==> src/rtl/zigzag_sram_arbiter.sv <==
// zigzag_sram_arbiter
// Shares the single external 8-bit SRAM between the program-ROM fetch path,
// the graphics-ROM fetch path and a periodic poll of the SCANDBLCTRL image.
// One access at a time: IDLE -> ACCESS (WAIT_CYCLES clocks) -> DONE -> IDLE.
//
// state  | meaning
// IDLE   | arbitrate; latch winner and its address on a grant
// ACCESS | address held on the SRAM; count down, capture data at zero
// DONE   | one cycle for the requester to drop its req before re-arbitration

module zigzag_sram_arbiter #(
  parameter int unsigned WAIT_CYCLES = 2,
  parameter int unsigned POLL_DIV    = 1024,
  parameter int unsigned STARVE      = 255,
  parameter logic [18:0] CFG_ADDR    = 19'h08FD5
) (
  input  logic        pclk,
  input  logic        reset,
  input  logic        prg_req,
  input  logic        prg_bank,
  input  logic [14:0] prg_addr,
  output logic        prg_ack,
  output logic [7:0]  prg_data,
  input  logic        gfx_req,
  input  logic        gfx_bank,
  input  logic [13:0] gfx_addr,
  output logic        gfx_ack,
  output logic [7:0]  gfx_data,
  output logic [18:0] sram_addr,
  input  logic [7:0]  sram_data,
  output logic        sram_we_n,
  output logic [1:0]  scandblctrl,
  output logic        cfg_valid,
  output logic        busy
);

  localparam int PW = (POLL_DIV > 2) ? $clog2(POLL_DIV) : 1;

  typedef enum logic [1:0] {ST_IDLE, ST_ACCESS, ST_DONE} state_t;
  typedef enum logic [1:0] {G_PRG, G_GFX, G_CFG} grant_t;

  state_t      state_q;
  grant_t      grant_q;
  logic [3:0]  wait_q;
  logic        dropped_q;
  logic [18:0] sram_addr_q;
  logic        prg_ack_q, gfx_ack_q;
  logic [7:0]  prg_data_q, gfx_data_q;
  logic [1:0]  scandbl_q;
  logic        cfg_valid_q;

  logic [PW-1:0] poll_q;
  logic [7:0]    age_q;
  logic          cfg_pend_q;

  logic          poll_tc;
  logic          cfg_urgent;
  logic          cfg_grant;
  logic          pick_valid_d;
  grant_t        pick_d;
  logic [18:0]   pick_addr_d;
  logic          win_req;

  assign poll_tc    = (poll_q == PW'(POLL_DIV - 1));
  assign cfg_urgent = cfg_pend_q && (age_q >= 8'(STARVE));
  assign cfg_grant  = (state_q == ST_IDLE) && pick_valid_d && (pick_d == G_CFG);

  // Fixed priority: starving poll, then program, then graphics, then poll.
  always_comb begin
    pick_valid_d = 1'b1;
    pick_d       = G_PRG;
    pick_addr_d  = {3'b000, prg_bank, prg_addr};
    if (cfg_urgent) begin
      pick_d      = G_CFG;
      pick_addr_d = CFG_ADDR;
    end else if (prg_req) begin
      pick_d      = G_PRG;
      pick_addr_d = {3'b000, prg_bank, prg_addr};
    end else if (gfx_req) begin
      pick_d      = G_GFX;
      pick_addr_d = {3'b001, gfx_bank, 1'b0, gfx_addr};
    end else if (cfg_pend_q) begin
      pick_d      = G_CFG;
      pick_addr_d = CFG_ADDR;
    end else begin
      pick_valid_d = 1'b0;
    end
  end

  // Current req level of the locked winner; the internal poll never withdraws.
  always_comb begin
    win_req = 1'b1;
    case (grant_q)
      G_PRG:   win_req = prg_req;
      G_GFX:   win_req = gfx_req;
      default: win_req = 1'b1;
    endcase
  end

  // Poll timer and age counter; a terminal count in the grant cycle re-arms pending.
  always_ff @(posedge pclk or posedge reset) begin
    if (reset) begin
      poll_q     <= '0;
      age_q      <= 8'd0;
      cfg_pend_q <= 1'b0;
    end else begin
      poll_q <= poll_tc ? '0 : poll_q + 1'b1;
      if (poll_tc)
        cfg_pend_q <= 1'b1;
      else if (cfg_grant)
        cfg_pend_q <= 1'b0;
      if (cfg_grant)
        age_q <= 8'd0;
      else if (cfg_pend_q && (age_q != 8'hFF))
        age_q <= age_q + 8'd1;
    end
  end

  // Access sequencer with registered address, acks and captured data.
  always_ff @(posedge pclk or posedge reset) begin
    if (reset) begin
      state_q     <= ST_IDLE;
      grant_q     <= G_PRG;
      wait_q      <= 4'd0;
      dropped_q   <= 1'b0;
      sram_addr_q <= CFG_ADDR;
      prg_ack_q   <= 1'b0;
      gfx_ack_q   <= 1'b0;
      prg_data_q  <= 8'h00;
      gfx_data_q  <= 8'h00;
      scandbl_q   <= 2'b00;
      cfg_valid_q <= 1'b0;
    end else begin
      prg_ack_q <= 1'b0;
      gfx_ack_q <= 1'b0;
      case (state_q)
        ST_IDLE: begin
          if (pick_valid_d) begin
            grant_q     <= pick_d;
            sram_addr_q <= pick_addr_d;
            wait_q      <= 4'(WAIT_CYCLES - 1);
            dropped_q   <= 1'b0;
            state_q     <= ST_ACCESS;
          end
        end
        ST_ACCESS: begin
          // A withdrawn req anywhere in the access suppresses the ack and capture.
          if (!win_req)
            dropped_q <= 1'b1;
          if (wait_q == 4'd0) begin
            state_q <= ST_DONE;
            case (grant_q)
              G_PRG: begin
                if (win_req && !dropped_q) begin
                  prg_data_q <= sram_data;
                  prg_ack_q  <= 1'b1;
                end
              end
              G_GFX: begin
                if (win_req && !dropped_q) begin
                  gfx_data_q <= sram_data;
                  gfx_ack_q  <= 1'b1;
                end
              end
              default: begin
                scandbl_q   <= sram_data[1:0];
                cfg_valid_q <= 1'b1;
              end
            endcase
          end else begin
            wait_q <= wait_q - 4'd1;
          end
        end
        ST_DONE: state_q <= ST_IDLE;
        default: state_q <= ST_IDLE;
      endcase
    end
  end

  assign sram_addr   = sram_addr_q;
  assign sram_we_n   = 1'b1;
  assign prg_ack     = prg_ack_q;
  assign gfx_ack     = gfx_ack_q;
  assign prg_data    = prg_data_q;
  assign gfx_data    = gfx_data_q;
  assign scandblctrl = scandbl_q;
  assign cfg_valid   = cfg_valid_q;
  assign busy        = (state_q != ST_IDLE);

endmodule

==> config.mk <==
export PLATFORM = sky130hd
export DESIGN_NAME = zigzag_sram_arbiter
export DESIGN_NICKNAME = d
export VERILOG_FILES = /design/src/rtl/zigzag_sram_arbiter.sv
export SDC_FILE = /design/constraint.sdc
export NUM_CORES = 1
export LEC_CHECK = 0
export BUFFER_PORTS_ARGS = -buffer_cell sky130_fd_sc_hd__buf_2
export CAP_MARGIN = 20
export CORE_MARGIN = 2
export CORE_UTILIZATION = 50
export CTS_CLUSTER_SIZE = 20
export DETAILED_ROUTE_END_ITERATION = 16
export MAX_ROUTING_LAYER = met4
export PLACE_DENSITY = 0.75
export SLEW_MARGIN = 5
export SYNTH_ARGS = -nofsm -noshare
export SYNTH_HDL_FRONTEND = slang
export SYNTH_SLANG_ARGS = --single-unit
==> constraint.sdc <==
create_clock -name pclk -period 2.4 [get_ports pclk]
set_input_delay 0 -clock pclk [delete_from_list [all_inputs] [get_ports pclk]]
set_output_delay 0 -clock pclk [all_outputs]
set_load 0.03 [all_outputs]
# Word level (Yosys, flattened, before mapping)
# Index checks and enable logic that the tools add are counted.
[totals] rom_bits=0 elab_cells=83 latchBits=0 out_inout_bits=42 n_memories=0 mem_bits_rw=0 reg_bits=68
[op_classes] n_div=0 shifts=0 order_cmp=1 add_sub_neg=3 n_mux=34 reduce_logical=21 eq_ne=9 n_mul=0 n_bitwise=1
[op_table] cell="two-way mux 17 bit" n=3
[op_table] cell="two-way mux 16 bit" n=1
[op_table] cell="two-way mux 8 bit" n=2
[op_table] cell="two-way mux 1 bit" n=15
[op_table] cell="two-way mux 2 bit" n=6
[op_table] cell="adder 10 x 1 -> 10 bit (second input constant)" n=1
[op_table] cell="equality test 10 bit (second input constant)" n=1
[op_table] cell="two-way mux 10 bit" n=1
[op_table] cell="AND reduction 3 bit" n=3
[op_table] cell="adder 8 x 1 -> 8 bit (second input constant)" n=1
[op_table] cell="greater-or-equal comparator 8 bit (second input constant)" n=1
[op_table] cell="two-way mux 4 bit" n=2
[op_table] cell="inequality test 2 bit (second input constant)" n=4
[op_table] cell="inequality test 8 bit (second input constant)" n=1
[op_table] cell="one-hot mux 4 bit (2 select lines)" n=1
[op_table] cell="AND reduction 4 bit" n=2
[op_table] cell="nonzero test 2 bit" n=4
[op_table] cell="logical AND 1 bit" n=5
[op_table] cell="equality test 2 x 1 -> 1 bit (second input constant)" n=2
[op_table] cell="zero test 2 bit" n=2
[op_table] cell="zero test 4 bit" n=1
[op_table] cell="one-hot mux 1 bit (2 select lines)" n=2
[op_table] cell="one-hot mux 2 bit (2 select lines)" n=1
[op_table] cell="AND reduction 2 bit" n=2
[op_table] cell="other kinds (5)" n=5

# Logic depth before layout (Yosys ltp)
# Gate-level depths: netlist of run 1.
[depth] depth_word=8 ltp_mapped=7 ltp_nobuf=7

# Worst setup path after synthesis of run 1
# No wires, ideal clock.
[synth_timing] kind="reg2reg" start="register wait_q[0]" end="register gfx_data_q[0] (netlist: gfx_data[0])" t_arrival_ns=1.801 setup_slack_ns=0.473 stages_incl_launch_ff=8 required_ns=2.275 cell_sequence="dfrtp_1 inv_1 ha_1 nor3b_2 nand2_1 or4_1 buf_6 mux2_4"
[synth_via] elab_chain_cells=2
[synth_rtl] element="start, declared" line_no="44" rtl="logic [3:0] wait_q;"
[synth_rtl] element="start signal, assigned" line_no="141" rtl="wait_q <= 4'(WAIT_CYCLES - 1);"
[synth_rtl] element="start signal, assigned" line_no="171" rtl="wait_q <= wait_q - 4'd1;"
[synth_rtl] element="zero test 4 bit" line_no="150" rtl="if (wait_q == 4'd0) begin"
[synth_rtl] element="AND reduction 4 bit (no source line)"
[synth_rtl] element="end signal, assigned" line_no="161" rtl="gfx_data_q <= sram_data;"
[synth_rtl] element="end, declared" line_no="48" rtl="logic [7:0] prg_data_q, gfx_data_q;"
# No other way between the ends.
# A chain may end at the register's enable or synchronous reset.

# Final worst setup path of run 1
[layout_timing] start="register state_q[1]" end="register sram_addr_q[14] (netlist: sram_addr[14])"
[layout_via] elab_chain_cells=2
[layout_rtl] element="start, declared" line_no="42" rtl="state_t state_q;"
[layout_rtl] element="start signal, assigned" line_no="122" rtl="state_q <= ST_IDLE;"
[layout_rtl] element="start signal, assigned" line_no="143" rtl="state_q <= ST_ACCESS;"
[layout_rtl] element="start signal, assigned" line_no="151" rtl="state_q <= ST_DONE;"
[layout_rtl] element="zero test 2 bit" line_no="136" rtl="case (state_q)"
[layout_rtl] element="AND reduction 2 bit (no source line)"
[layout_rtl] element="end signal, assigned" line_no="140" rtl="sram_addr_q <= pick_addr_d;"
[layout_rtl] element="end, declared" line_no="46" rtl="logic [18:0] sram_addr_q;"
# No other way between the ends.

==> results of run 1 <==
## synthesized netlist by cell type, drive strengths merged
cell	n
o31ai	1
and3	5
xnor2	3
dfstp	10
xor2	7
nand2b	5
and4	1
and2b	1
nand2	13
nand3b	1
and2	3
a21oi	14
o22ai	10
buf	11
conb	2
o2bb2ai	1
nand4	1
a31oi	2
clkbuf	3
a21o	3
a211oi	1
nor2b	2
mux2	19
or4	2
o21ai	3
or3b	1
ha	3
o211a	3
a311o	1
o211ai	2
nand3	10
dfrtp	55
a22o	10
or2	1
nor3b	1
a2111oi	2
nor3	5
a32o	2
inv	10
nor2	28
## cell type report
| cell class | instances | share of cell area, % |
|---|---|---|
| Sequential cell | 65 | 40.87 |
| Multi-Input combinational cell | 170 | 30.30 |
| Clock inverter | 7 | 2.371 |
| Timing Repair Buffer | 122 | 20.09 |
| Inverter | 10 | 0.9360 |
| Tap cell | 75 | 2.340 |
| Clock buffer | 9 | 3.089 |
## power groups by stage
| stage | Sequential, µW | Clock, µW | Combinational [µW] |
|---|---|---|---|
| 3_3_place_gp | 1640 | 0 | 1620 |
| 5_1_grt | 1680 | 1080 | 1880 |
| 6_report | 1640 | 1010 | 1750 |
| 3_5_place_dp | 1640 | 0 | 1670 |
| 4_1_cts | 1630 | 1030 | 1740 |
| 2_1_floorplan | 2110 | 0 | 744 |
## per-layer routing
metal | share of wire [%] | global-route usage (%)
met3 | 5.6 | 7.000
met2 | 49 | 34.38
met5 | 0 | -
met4 | 2.1 | 8.305
met1 | 43 | 27.58
## repair_timing
action                                  4_1_cts  5_1_grt
buffers inserted                              0        0
gates resized for setup                       0        5
hold buffers                                 37        0
hold endpoints to repair                     61        0
endpoints found under the setup margin        0       21
## how the worst min path moves through the flow
stage	startpoint	end	depth (start not counted)
3_5_place_dp	reset	age_q[7]	2
6_report	prg_addr[1]	sram_addr[1]	3
2_1_floorplan	sram_data[0]	gfx_data[0]	1
5_1_grt	gfx_addr[5]	sram_addr[5]	3
4_1_cts	prg_addr[1]	sram_addr[1]	3
3_3_place_gp	reset	wait_q[1]	2
## worst max-delay path, delay by kind of cell (launching register included)
kind / cells / cell delay, ps
buf+inv: 3 / 920
simple gates: 1 / 180
compound gates: 3 / 630
flops: 1 / 430
## layout by cell type, fill, tap and decap left out, drive strengths merged, types with 4 or more instances in the layout
master and n:
a21oi 14, a22o 10, and3 5, buf 85
clkbuf 9, clkinv 4, dfrtp 55, dfstp 10
dlygate4sd3 37, inv 10, mux2 19, nand2 13
nand2b 5, nand3 10, nor2 28, nor3 5
o22ai 10, xor2 7
## flip-flops by register name (all words and copies together), names as in the netlist
name         flops
gfx_ack          1
prg_ack          1
gfx_data         8
wait_q           4
scandblctrl      2
grant_q          2
poll_q          10
dropped_q        1
prg_data         8
state_q          2
cfg_valid        1
sram_addr       16
cfg_pend_q       1
age_q            8
## stage by stage
stage	std cells	util (%)	power, µW	instance area (µm²)
4_1_cts	458	68.65	4391	3993
3_3_place_gp	405	58.52	3257	3403
5_1_grt	458	68.95	4641	4010
2_1_floorplan	259	-	2858	2965
6_report	458	68.95	4408	4010
3_5_place_dp	405	58.52	3311	3403
## cell families (layout without fill, tap and decap cells)
| logic type | count (synthesis) | after routing | share of synthesized area (%) |
|---|---|---|---|
| buf+inv | 24 | 148 | 4.351 |
| fa+ha+maj | 3 | 3 | 1.268 |
| flops | 65 | 65 | 55.34 |
| other cells | 2 | 3 | 0.2536 |
| compound gates | 55 | 55 | 13.18 |
| simple gates | 80 | 80 | 13.39 |
| xor+xnor | 10 | 10 | 2.958 |
| mux | 19 | 19 | 9.252 |
==> run metrics, run 1 <==
crit-path max cell delay 550 ps; die width 80.96 µm; worst path cell trace nor2_4, inv_1, a21o_1, a21oi_2, buf_4, a32o_1, dlygate4sd3_1; slew margin rel. 55.20%; post-synthesis sequential area ratio 55.34%; CTS H-Tree Depth 3; final period utilization 92.97%; maxcap violations 0; clock sink count 65; endpoints failing hold 0; Reg2Reg Depth 7; pre-CTS setup slack 67.95 ps; Starting Density 50.93%; worst setup margin 168.8 ps; DRC 0; synthesis-to-finish area growth 35.40%; hold crit path type in -> reg; synthesis-stage register bit count 65; initial drt markers 138; Die Y 80.96 µm; multi-input logic area 1215 µm²; Cell Pwr Density 1099 nW/µm²; Cell Int Power 2708 µW; share of cells above drive strength 1 36.55%; critical path arrival 2510 ps; n_diodes 0; Worst Tran Pin Value 671.0 ps; # IOs 85; Post-DRT Antenna Nets 0; Die ar. 6555 µm²; CP startpoint state_q[1]; Crit Path Max Fanout 16; Area contributors post-synth dfrtp_1 (46%), dfstp_2 (8.9%), mux2_4 (8.1%), nor2_1 (3.5%), a22o_1 (3.0%); pin count of the biggest net entering global routing 32; global route overflow 0; CTS tree yes; Psw 1700 µW; CTS clk-pin slew, worst paths 70 ps; root buffer cell clkbuf_8; GRT Overall Usage 22.25%; Max VDD drop 0.6044 mV; first-pass GRT wire length 10,780 µm; RSZ-0062 raised after global routing false; LEAKAGE 0.002057 µW; storage element area 1639 µm²; status finished clean; synthesized cell area 2962 µm²; Skew-Pair Late Insertion Delay 350 ps; Synth area leader dfrtp_1; Final Net Count 424; synth warn 0; Routed WL per cell 14.65 µm; Final setup viols 0; row count 28; Synth Instances 258; combinational power share 39.8%; top cell type's share of synthesized area 46.47%; Peak Freq 0.4482 GHz; core area 5816 µm²; clock skew 13.05 ps; reg-to-reg endpoint sram_addr[14]; port bufs 81; dpl hpwl 4263 µm; vias in the first global route 2,335; initial antenna violation count 0; RR Startpoint state_q[1]; CP endpoint kind flop; cts bufs inserted 9; Avg Cell Area, Syn 11.48 µm²; Final TNS setup 0 ps; Vias 2,444; share of power burned in registers 37.2%; Crit path required time 2680 ps; routability cong. 0.7584; R2R Setup Slk 170 ps; Yosys cell types 45; clk buf depth 2; slowest cell on the critical path dlygate4sd3_1; WL final 6709 µm; Clk pwr share 23.0%; hold_ws 10.97 ps; Sw Share 38.56%; Setup CP Type reg -> reg; first-pass detailed-route iteration total 4; crit start category flop; Setup crit end sram_addr[14]; Final Max Tran Viols 0; drt via density 5.336; FILL cells 426; minimum clock period 2231 ps
(Power assumes the default switching activity.)
==> inputs of run 2 (changes only) <==
--- a/config.mk
+++ b/config.mk
@@ -5,6 +5,7 @@
 export SDC_FILE = /design/constraint.sdc
 export NUM_CORES = 1
 export LEC_CHECK = 0
+export ABC_AREA = 1
 export BUFFER_PORTS_ARGS = -buffer_cell sky130_fd_sc_hd__buf_2
 export CAP_MARGIN = 20
 export CORE_MARGIN = 2
==> run 2 against run 1 <==
Count of clock-buffer cells in the layout is the same. Sequential power up 9%. First-iteration DRC count increased by 40%. Area after synthesis grew 6.6%. Largest power group unchanged. Highest routed layer unchanged. Combinational power increased by 22%. Clock skew shrank 4.7 ps. Critical path depth fell by 2. Die area increased by 6.3%. Maximum frequency increased by 15%. Clock power is 12% higher. Global-route usage grew 1.1 points. Critical path type unchanged. Sequential share of layout area is 2.1 points lower.
==> run metrics, run 2 <==
Avg Cell Area, Syn 8.605 µm² (-25%); Sw Share 43.05% (+4.5 points); Die Y 83.48 µm (+3.1%); Final Max Tran Viols 0 (unchanged); # IOs 85 (unchanged); synthesis-stage register bit count 65 (unchanged); Clk pwr share 22.4% (-0.6 points); RR Startpoint cfg_pend_q; row count 28 (unchanged); worst path cell trace inv_2, o21ai_2, o22ai_1, dlygate4sd3_1, a21oi_1; port bufs 81 (unchanged); Synth Area in Adders 1.189% (-0.079 points); pin count of the biggest net entering global routing 46 (+44%); post-synthesis xor/xnor area fraction 2.773% (-0.18 points); Final TNS setup 0 ps (unchanged); clock skew 8.347 ps (-4.702 ps); status finished clean; HP Start gfx_addr[0]; Routed WL per cell 13.33 µm (-9.0%); Skew-Pair Late Insertion Delay 340 ps (about the same); core area 6026 µm² (+3.6%); hold crit path type in -> reg; clk buf depth 2 (unchanged); die width 83.48 µm (+3.1%); synthesis-to-finish area growth 33.95%; Cell Int Power 2877 µW (+6.2%); CTS tree yes; Vias 2,822 (+15%); storage element area 1639 µm² (unchanged); hold_ws 19.41 ps (+8.441 ps); cts bufs inserted 9 (unchanged); Tot Pwr 5051 µW (+15%); synthesized cell area 3158 µm² (+6.6%); worst setup margin 452.1 ps (+283.3 ps); WL final 7609 µm (+13%); reg-to-reg endpoint sram_addr[4]; top-count cell post-synth nand2_1; DRC 0 (unchanged); synth warn 0 (unchanged); Post-DRT Antenna Nets 0 (unchanged); post-synthesis sequential area ratio 51.90% (-3.4 points); main combinational cell family by area after synthesis simple AND/OR/NAND/NOR gates; final period utilization 81.16% (-12 points); share of power burned in registers 35.3% (-1.9 points); global route overflow 0 (unchanged); Top FF cell, synth dfrtp_1; R2R Setup Slk 450 ps (+280 ps); CP endpoint kind flop; GRT Overall Usage 23.34% (+1.1 points); root buffer cell clkbuf_8; dpl hpwl 4874 µm (+14%); post-synthesis mux area share 0% (-9.3 points); Crit Path Max Fanout 9 (-7); Area contributors post-synth dfrtp_1 (44%), nand2_1 (9.5%), dfstp_2 (8.3%), inv_1 (5.8%), nand3_1 (4.9%); initial antenna violation count 0 (unchanged); pre-CTS setup slack 904.3 ps (+836.4 ps); vias in the first global route 2,856 (+22%); CTS H-Tree Depth 3 (unchanged); routability cong. 0.7849 (+3.5%); most frequent cells in the layout buf_2 (81), nand2_1 (80), dfrtp_1 (55), inv_1 (48), dlygate4sd3_1 (38); Cell Pwr Density 1194 nW/µm² (+8.6%); CTS clk-pin slew, worst paths 80 ps (about the same); RSZ-0062 raised after global routing false; Starting Density 52.41% (+1.5 points); initial drt markers 193 (+40%); first-pass detailed-route iteration total 4 (unchanged); worst hold path depth 5 (+2); Max VDD drop 0.8918 mV (+48%); endpoints failing hold 0 (unchanged); Worst Hold End sram_addr[0]; Psw 2174 µW (+28%); crit start category flop; fraction of registers with async set/reset 100.0% (unchanged); top cell type's share of synthesized area 43.58% (-2.9 points); share of cells above drive strength 1 29.03% (-7.5 points); Crit path required time 2670 ps (about the same); minimum clock period 1948 ps (-283.3 ps); Yosys cell types 33 (-27%); clock sink count 65 (unchanged); slowest cell on the critical path dlygate4sd3_1; slew margin rel. 38.79% (-16 points); Synth Instances 367 (+42%); combinational power share 42.3% (+2.5 points); synth cell count leaders nand2_1 (80), dfrtp_1 (55), inv_1 (49), nor2_1 (36), nand3_1 (31); post-synthesis compound-gate area fraction 10.22% (-3.0 points); crit-path max cell delay 580 ps (+30 ps); number of synthesized flops with an enable pin 0 (unchanged); max reg flops 16 (unchanged); Simple-Gate Fraction of Synth Area 24.56% (+11 points); Final Net Count 537 (+27%); n_diodes 0 (unchanged); maxcap violations 0 (unchanged); Die ar. 6968 µm² (+6.3%); FILL cells 465 (+9.2%); Reg2Reg Depth 5 (-2); Setup CP Type reg -> reg; Final setup viols 0 (unchanged); Worst Tran Pin Value 916.9 ps (+245.9 ps); Peak Freq 0.5134 GHz (+15%); first-pass GRT wire length 12,740 µm (+18%); drt via density 4.942 (-7.4%); critical path arrival 2220 ps (-290 ps); multi-input logic area 1235 µm² (+1.6%); LEAKAGE 0.002230 µW (+8.4%); Synth area leader dfrtp_1; commonest non-fill, non-tap cell in the layout buf_2
## run 2: power by group through the flow
stage | clock, µW | combinational (µW) | sequential [µW]
floorplan | 0 | 1090 | 2230
global placement | 0 | 2010 | 1780
detailed placement | 0 | 2060 | 1780
CTS | 1150 | 2140 | 1770
global route | 1180 | 2350 | 1830
finish | 1130 | 2140 | 1780
## run 2: routing by layer
layer	up-vias	wire (µm)	global-route usage, %	share of wire, %
met5	-	0	-	0
met4	0	163	10.85	2.1
met3	18	309	3.660	4.1
met2	81	3719	38.78	49
met1	1310	3417	28.11	45
li1	1413	-	-	-
## run 2: cell type report
cell class | instances | area share, %
tap | 75 | 2.218
sequential | 65 | 38.75
multi-input combinational | 237 | 29.19
clock inverter | 7 | 2.810
timing repair buffer | 121 | 18.93
inverter | 57 | 5.176
clock buffer | 9 | 2.928
## run 2: worst max path at each step
stage / startpoint / endpoint / slack, ps / depth (start not counted)
floorplan: reset / age_q[0] / 790 / 1
global placement: wait_q[0] / prg_data[1] / 930 / 7
detailed placement: grant_q[1] / gfx_data[5] / 900 / 7
CTS: cfg_pend_q / sram_addr[7] / 510 / 5
global route: cfg_pend_q / sram_addr[4] / 270 / 5
finish: cfg_pend_q / sram_addr[4] / 450 / 5
## run 2: worst max-delay path: cells and delay by family (launching register included)
family	cells	cell delay (ps)
buf+inv	2	670
compound gates	3	640
flops	1	560
## run 2: through the flow
stage	instance area, µm²	util [%]	std cells
2_1_floorplan	3162	-	368
3_3_place_gp	3607	59.86	517
3_5_place_dp	3607	59.86	517
4_1_cts	4230	70.20	571
5_1_grt	4230	70.20	571
6_report	4230	70.20	571
## run 2: kinds of logic after synthesis
family	after synthesis
simple gates	169
buf+inv	66
flops	65
compound gates	52
xor+xnor	10
fa+ha+maj	3
other cells	2
## run 2: timing repair
action | in CTS | in global routing
hold buffers | 38 | 0
endpoints found under the hold margin | 62 | 0
buffers inserted | 0 | 0
resized for setup | 0 | 0
